<file path="config.mk">
export PLATFORM = sky130hd
export DESIGN_NAME = fft8_out_serializer
export DESIGN_NICKNAME = d
export VERILOG_FILES = /design/src/rtl/fft8_out_serializer.sv
export SDC_FILE = /design/constraint.sdc
export NUM_CORES = 1
export LEC_CHECK = 0
export BUFFER_PORTS_ARGS = -buffer_cell sky130_fd_sc_hd__buf_2
export CAP_MARGIN = 40
export CORE_ASPECT_RATIO = 1.1
export CORE_MARGIN = 2
export CORE_UTILIZATION = 45
export DETAILED_ROUTE_END_ITERATION = 6
export GPL_TIMING_DRIVEN = 0
export PLACE_DENSITY = 0.68
export SYNTH_ARGS = -nofsm -noshare
export SYNTH_HDL_FRONTEND = slang
export SYNTH_SLANG_ARGS = --single-unit
</file>
<file path="constraint.sdc">
create_clock -name clk -period 40.3 [get_ports clk]
set_input_delay 6.045 -clock clk [delete_from_list [all_inputs] [get_ports clk]]
set_output_delay 6.045 -clock clk [all_outputs]
set_load 0.02 [all_outputs]
</file>
<file path="src/rtl/fft8_out_serializer.sv">
// Buffers one 8-bin FFT frame and streams it out one complex bin per beat.
// Define FFT_OUT_PINGPONG_EN for two-bank ping-pong buffering.
module fft8_out_serializer #(
  parameter int DATA_W     = 32,
  parameter int SHIFT      = 0,
  parameter int DROP_CNT_W = 8
) (
  input  logic                  clk,
  input  logic                  rst,
  input  logic                  in_valid,
  input  logic [DATA_W-1:0]     y0_real,
  input  logic [DATA_W-1:0]     y1_real,
  input  logic [DATA_W-1:0]     y2_real,
  input  logic [DATA_W-1:0]     y3_real,
  input  logic [DATA_W-1:0]     y4_real,
  input  logic [DATA_W-1:0]     y5_real,
  input  logic [DATA_W-1:0]     y6_real,
  input  logic [DATA_W-1:0]     y7_real,
  input  logic [DATA_W-1:0]     y0_imag,
  input  logic [DATA_W-1:0]     y1_imag,
  input  logic [DATA_W-1:0]     y2_imag,
  input  logic [DATA_W-1:0]     y3_imag,
  input  logic [DATA_W-1:0]     y4_imag,
  input  logic [DATA_W-1:0]     y5_imag,
  input  logic [DATA_W-1:0]     y6_imag,
  input  logic [DATA_W-1:0]     y7_imag,
  output logic                  out_valid,
  input  logic                  out_ready,
  output logic [DATA_W-1:0]     out_real,
  output logic [DATA_W-1:0]     out_imag,
  output logic [2:0]            out_idx,
  output logic                  out_last,
  output logic                  busy,
  output logic                  frame_drop,
  output logic [DROP_CNT_W-1:0] drop_cnt
);

  // Half-LSB rounding constant; evaluates to zero when SHIFT is 0.
  localparam logic signed [DATA_W:0] RND = $signed(((DATA_W+1)'(1) << SHIFT) >> 1);

  logic [DATA_W-1:0]     yr [8];
  logic [DATA_W-1:0]     yi [8];
  logic [2:0]            idx_q, idx_d;
  logic                  frame_drop_q, frame_drop_d;
  logic [DROP_CNT_W-1:0] drop_cnt_q, drop_cnt_d;
  logic                  valid, busy_c, capture, fire, final_xfer;
  logic [DATA_W-1:0]     rd_re, rd_im;

  always_comb begin
    yr[0] = y0_real; yr[1] = y1_real; yr[2] = y2_real; yr[3] = y3_real;
    yr[4] = y4_real; yr[5] = y5_real; yr[6] = y6_real; yr[7] = y7_real;
    yi[0] = y0_imag; yi[1] = y1_imag; yi[2] = y2_imag; yi[3] = y3_imag;
    yi[4] = y4_imag; yi[5] = y5_imag; yi[6] = y6_imag; yi[7] = y7_imag;
  end

  function automatic logic [DATA_W-1:0] scale(input logic [DATA_W-1:0] y);
    logic signed [DATA_W:0] s;
    s = $signed({y[DATA_W-1], y}) + RND;
    s = s >>> SHIFT;
    return s[DATA_W-1:0];
  endfunction

  assign fire       = valid && out_ready;
  assign final_xfer = fire && (idx_q == 3'd7);
  assign capture    = in_valid && !busy_c;

`ifdef FFT_OUT_PINGPONG_EN
  logic [DATA_W-1:0] buf_re_q [2][8];
  logic [DATA_W-1:0] buf_im_q [2][8];
  logic [1:0]        full_q, full_d;
  logic              wr_q, rd_q;

  assign valid  = full_q[rd_q];
  assign busy_c = (&full_q) && !final_xfer;
  assign rd_re  = buf_re_q[rd_q][idx_q];
  assign rd_im  = buf_im_q[rd_q][idx_q];

  // Release before capture: when both banks are full, wr_q == rd_q and the
  // freed bank is refilled in the same cycle.
  always_comb begin
    full_d = full_q;
    if (final_xfer) full_d[rd_q] = 1'b0;
    if (capture)    full_d[wr_q] = 1'b1;
    idx_d = fire ? idx_q + 3'd1 : idx_q;
  end

  always_ff @(posedge clk or posedge rst) begin
    if (rst) begin
      full_q <= '0;
      wr_q   <= 1'b0;
      rd_q   <= 1'b0;
      idx_q  <= '0;
      for (int unsigned b = 0; b < 2; b++)
        for (int unsigned k = 0; k < 8; k++) begin
          buf_re_q[b][k] <= '0;
          buf_im_q[b][k] <= '0;
        end
    end else begin
      full_q <= full_d;
      wr_q   <= wr_q ^ capture;
      rd_q   <= rd_q ^ final_xfer;
      idx_q  <= idx_d;
      if (capture)
        for (int unsigned k = 0; k < 8; k++) begin
          buf_re_q[wr_q][k] <= yr[k];
          buf_im_q[wr_q][k] <= yi[k];
        end
    end
  end
`else
  typedef enum logic {IDLE, DRAIN} state_t;
  state_t            state_q, state_d;
  logic [DATA_W-1:0] buf_re_q [8];
  logic [DATA_W-1:0] buf_im_q [8];

  assign valid  = (state_q == DRAIN);
  assign busy_c = valid && !(out_ready && (idx_q == 3'd7));
  assign rd_re  = buf_re_q[idx_q];
  assign rd_im  = buf_im_q[idx_q];

  always_comb begin
    state_d = state_q;
    idx_d   = fire ? idx_q + 3'd1 : idx_q;
    if (capture) begin
      state_d = DRAIN;
      idx_d   = '0;
    end else if (final_xfer) begin
      state_d = IDLE;
    end
  end

  always_ff @(posedge clk or posedge rst) begin
    if (rst) begin
      state_q <= IDLE;
      idx_q   <= '0;
      for (int unsigned k = 0; k < 8; k++) begin
        buf_re_q[k] <= '0;
        buf_im_q[k] <= '0;
      end
    end else begin
      state_q <= state_d;
      idx_q   <= idx_d;
      if (capture)
        for (int unsigned k = 0; k < 8; k++) begin
          buf_re_q[k] <= yr[k];
          buf_im_q[k] <= yi[k];
        end
    end
  end
`endif

  always_comb begin
    frame_drop_d = in_valid && busy_c;
    drop_cnt_d   = drop_cnt_q;
    if (frame_drop_d && !(&drop_cnt_q)) drop_cnt_d = drop_cnt_q + DROP_CNT_W'(1);
  end

  always_ff @(posedge clk or posedge rst) begin
    if (rst) begin
      frame_drop_q <= 1'b0;
      drop_cnt_q   <= '0;
    end else begin
      frame_drop_q <= frame_drop_d;
      drop_cnt_q   <= drop_cnt_d;
    end
  end

  assign out_valid  = valid;
  assign out_real   = valid ? scale(rd_re) : '0;
  assign out_imag   = valid ? scale(rd_im) : '0;
  assign out_idx    = valid ? idx_q : '0;
  assign out_last   = valid && (idx_q == 3'd7);
  assign busy       = busy_c;
  assign frame_drop = frame_drop_q;
  assign drop_cnt   = drop_cnt_q;

endmodule

</file>
==> results.py <==
metrics = {
    "status": {
        "status": "finished, final reports clean",
    },
    "grt": {
        "grt_overflow": 0,
        "grtUsageMet2": 0.452,
        "grt.busiest_layer": "met2",
        "antenna_found_initial": 63,
        "grt_pass1_wl_mm": 118,
        "grt.met1_usage": 0.312,
        "grt_max_degree": 122,
        "met3_usage": 0.0831,
        "grtUsageTotal": 0.265,
        "first_global_vias": 18302,
    },
    "clocking": {
        "post_cts_buffers": 0,
        "hold_buffers": 0,
        "h-tree-depth": 2,
        "clock_sinks": 525,
        "cts_resized": 0,
        "clk_pin_slew_ns": 0.06,
        "cts_tree": "done",
        "insertion_delay_ns": 0.62,
        "clock_path_buffers": 3,
        "clockRootBuffer": "clkbuf_16",
        "cts_inserted_buffers": 57,
    },
    "drt": {
        "drtIter0Drc": 934,
        "post_drt_wl_per_cell_um": 26.4,
        "first_pass_iters": 5,
        "ant_nets": 0,
        "drt_wl_total_mm": 81.6,
        "viasPerCell": 5.33,
        "drc": 0,
        "vias": 16460,
    },
    "logic_synthesis": {
        "synth_xor_area_frac": 0.000333,
        "synthArstFlopShare": 1.00,
        "syn_inst": 1588,
        "ys_types": 33,
        "synth-edff-count": 0,
        "synthAdderAreaFrac": 0.00143,
        "synth.avg_cell_area_sq_um": 16.6,
        "ys_warn_count": 0,
        "synth_top_family_by_area": "multiplexers",
        "synth_seq_cells": 525,
        "synth-simple-area-share": 0.0147,
        "synthesis.nets": 2107,
        "synth_compound_area_frac": 0.0316,
        "synth-seq-area-share": 0.500,
        "syn_area_sq_um": 26300,
        "yosys_most_used_dff": "dfrtp_1",
        "muxShareOfSynthArea": 0.400,
    },
    "timing": {
        "max_slew.worst_pin.slew_ns": 0.885,
        "fin_worst_skew_ns": 0.0172,
        "rsz0062_at_grt": "false",
        "hold_viol_final": 0,
        "timing.fmax_mhz": 78.0,
        "fin_tns_setup_ns": 0,
        "setup_ws_ns": 27.48,
        "finalCritPeriodShare": 0.318,
        "post-route-min-period_ns": 12.82,
        "setup_violations": 0,
        "drv_slew": 0,
        "max_slew_margin": 0.410,
    },
    "power_and_ir_drop": {
        "peakVddDrop_mv": 0.0453,
        "p_per_area_nw_per_um2": 80.5,
        "p_leak_nw": 16.7,
    },
    "final_layout": {
        "syn2layout_area_growth_pct": 23.3,
        "drive_above_1_share": 0.654,
        "fin_area_sq_um": 32400,
        "nets": 2766,
        "fillers": 4669,
    },
    "min_path": {
        "hp-class": "flip-flop to flip-flop",
        "hp-start": "buf_im_q[192]$_DFFE_PP0P_",
        "whs_endpoint": "buf_im_q[192]$_DFFE_PP0P_",
        "holdPathStages": 1,
    },
    "critical_path": {
        "start_kind": "primary input",
        "worstSetupPathType": "primary input to output pin",
        "ff2ff_path_depth": 8,
        "worstPathRequired_ns": 34.26,
        "worst_setup_path_end_kind": "output pin",
        "r2r-start": "idx_q[1]$_DFFE_PP0P_",
        "ff2ff_setup_slack_ns": 37.83,
        "crit_arrival_ns": 6.78,
        "cp_max_fo": 10,
        "worstReg2RegEnd": "buf_im_q[29]$_DFFE_PP0P_",
    },
    "flow_run": {
        "drv_cap": 0,
    },
    "floorplanning": {
        "initial_utilization": 0.457,
        "die-area_sq_um": 60400,
        "core_area_sq_um": 57600,
        "die_h_um": 258,
        "rows": 92,
        "die_w_um": 234,
        "io_pins": 595,
    },
    "placed_design": {
        "dp_hpwl_mm": 61.0,
        "port_buffers": 594,
        "place_ws_ns": 27.48,
        "post_dp_cell_area_sq_um": 30300,
        "place_congestion": 0.873,
    },
}
metrics by stage:
step            util  power, W  hold slack, ns  cells
2_1_floorplan      -   0.00174           0.474   1588
3_3_place_gp   0.525   0.00203           0.484   2934
3_5_place_dp   0.527   0.00206           0.488   2939
4_1_cts        0.562   0.00262           0.505   3046
5_1_grt        0.563   0.00274           0.517   3076
6_report       0.564   0.00261           0.503   3090
routing by layer:
metal / wire length, um / vias up
li1: - / 7224
met1: 30800 / 8447
met2: 41400 / 582
met3: 6670 / 167
met4: 2520 / 40
met5: 253 / -
Yosys cell counts (all sizes together), types with 2 or more instances:
cell	count	area, sq um
a21oi	3	15.0
a22o	2	17.5
a31oi	4	25.0
and2	8	50.1
and3	2	12.5
buf	92	1280
clkbuf	25	93.8
dfrtp	525	13100
ha	3	37.5
inv	3	11.3
mux2	645	9060
mux4	64	1440
nand2	3	11.3
nand2b	3	26.3
nand4	4	25.0
nor2	64	240
o2111a	2	22.5
o21ai	65	325
o22ai	64	400
critical path: stages:
cell and delay (ns):
buf_2 0.13, a21boi_4 0.17, buf_2 0.24, buf_2 0.20
power breakdown:
part	leakage [nW]	switching [W]	internal (W)	total (W)
clock network	0.967	0.000224	0.000325	0.000549
registers	6.40	0.000152	0.000786	0.000938
logic	9.36	0.000477	0.000647	0.00112
total	16.7	0.000853	0.00176	0.00261
registers in the layout (all words and copies together) (netlist names):
signal,flops
drop_cnt,8
out_valid,1
frame_drop,1
buf_im_q,256
buf_re_q,256
idx_q,3
final cells by class:
cell class                      count  area, sq um  area share
Multi-Input combinational cell    943        11800       0.363
Buffer                            117         1370      0.0422
Clock buffer                       83         1710      0.0526
Tap cell                          752          941      0.0290
Antenna cell                       43          108     0.00332
Inverter                            3         18.8    0.000579
Clock inverter                     24          265     0.00818
Sequential cell                   525        13100       0.405
Timing Repair Buffer              600         3110      0.0959
worst max-delay path by stage:
stage | startpoint | end | slack [ns] | depth (start not counted)
final | out_ready | busy | 27.48 | 4
after global routing | out_ready | busy | 27.44 | 4
after CTS | out_ready | busy | 27.48 | 4
after detailed placement | out_ready | busy | 27.48 | 4
after global placement | rst | buf_im_q[221]$_DFFE_PP0P_ | 14.18 | 2
after floorplan | rst | buf_im_q[0]$_DFFE_PP0P_ | 19.59 | 1
cell usage in the layout (no fill, tap or decap), types with 2 or more instances in the layout:
cell type,n
buf_2,625
dfrtp_1,525
mux2_4,480
mux2_2,165
o21ai_0,65
mux4_2,64
o22ai_1,64
nor2_1,64
clkbuf_16,59
buf_12,50
diode_2,43
clkbuf_1,35
clkbuf_8,14
clkinv_2,12
and2_1,8
buf_8,5
clkinvlp_4,5
bufinv_16,5
buf_6,4
nand4_1,4
a31oi_1,4
buf_16,4
nand2_1,3
a21oi_1,3
buf_4,3
ha_1,3
nand2b_1,2
and3_1,2
a22o_1,2
inv_1,2
o2111a_1,2
cells by family (layout without fill, tap and decap cells):
logic type      count (synthesis)  after routing
xor+xnor                        1              1
other cells                     0             43
flops                         525            525
buf+inv                       120            827
fa+ha+maj                       3              3
mux                           710            710
compound gates                142            142
simple gates                   87             87
Note: power is estimated with default switching activity, not from simulation.
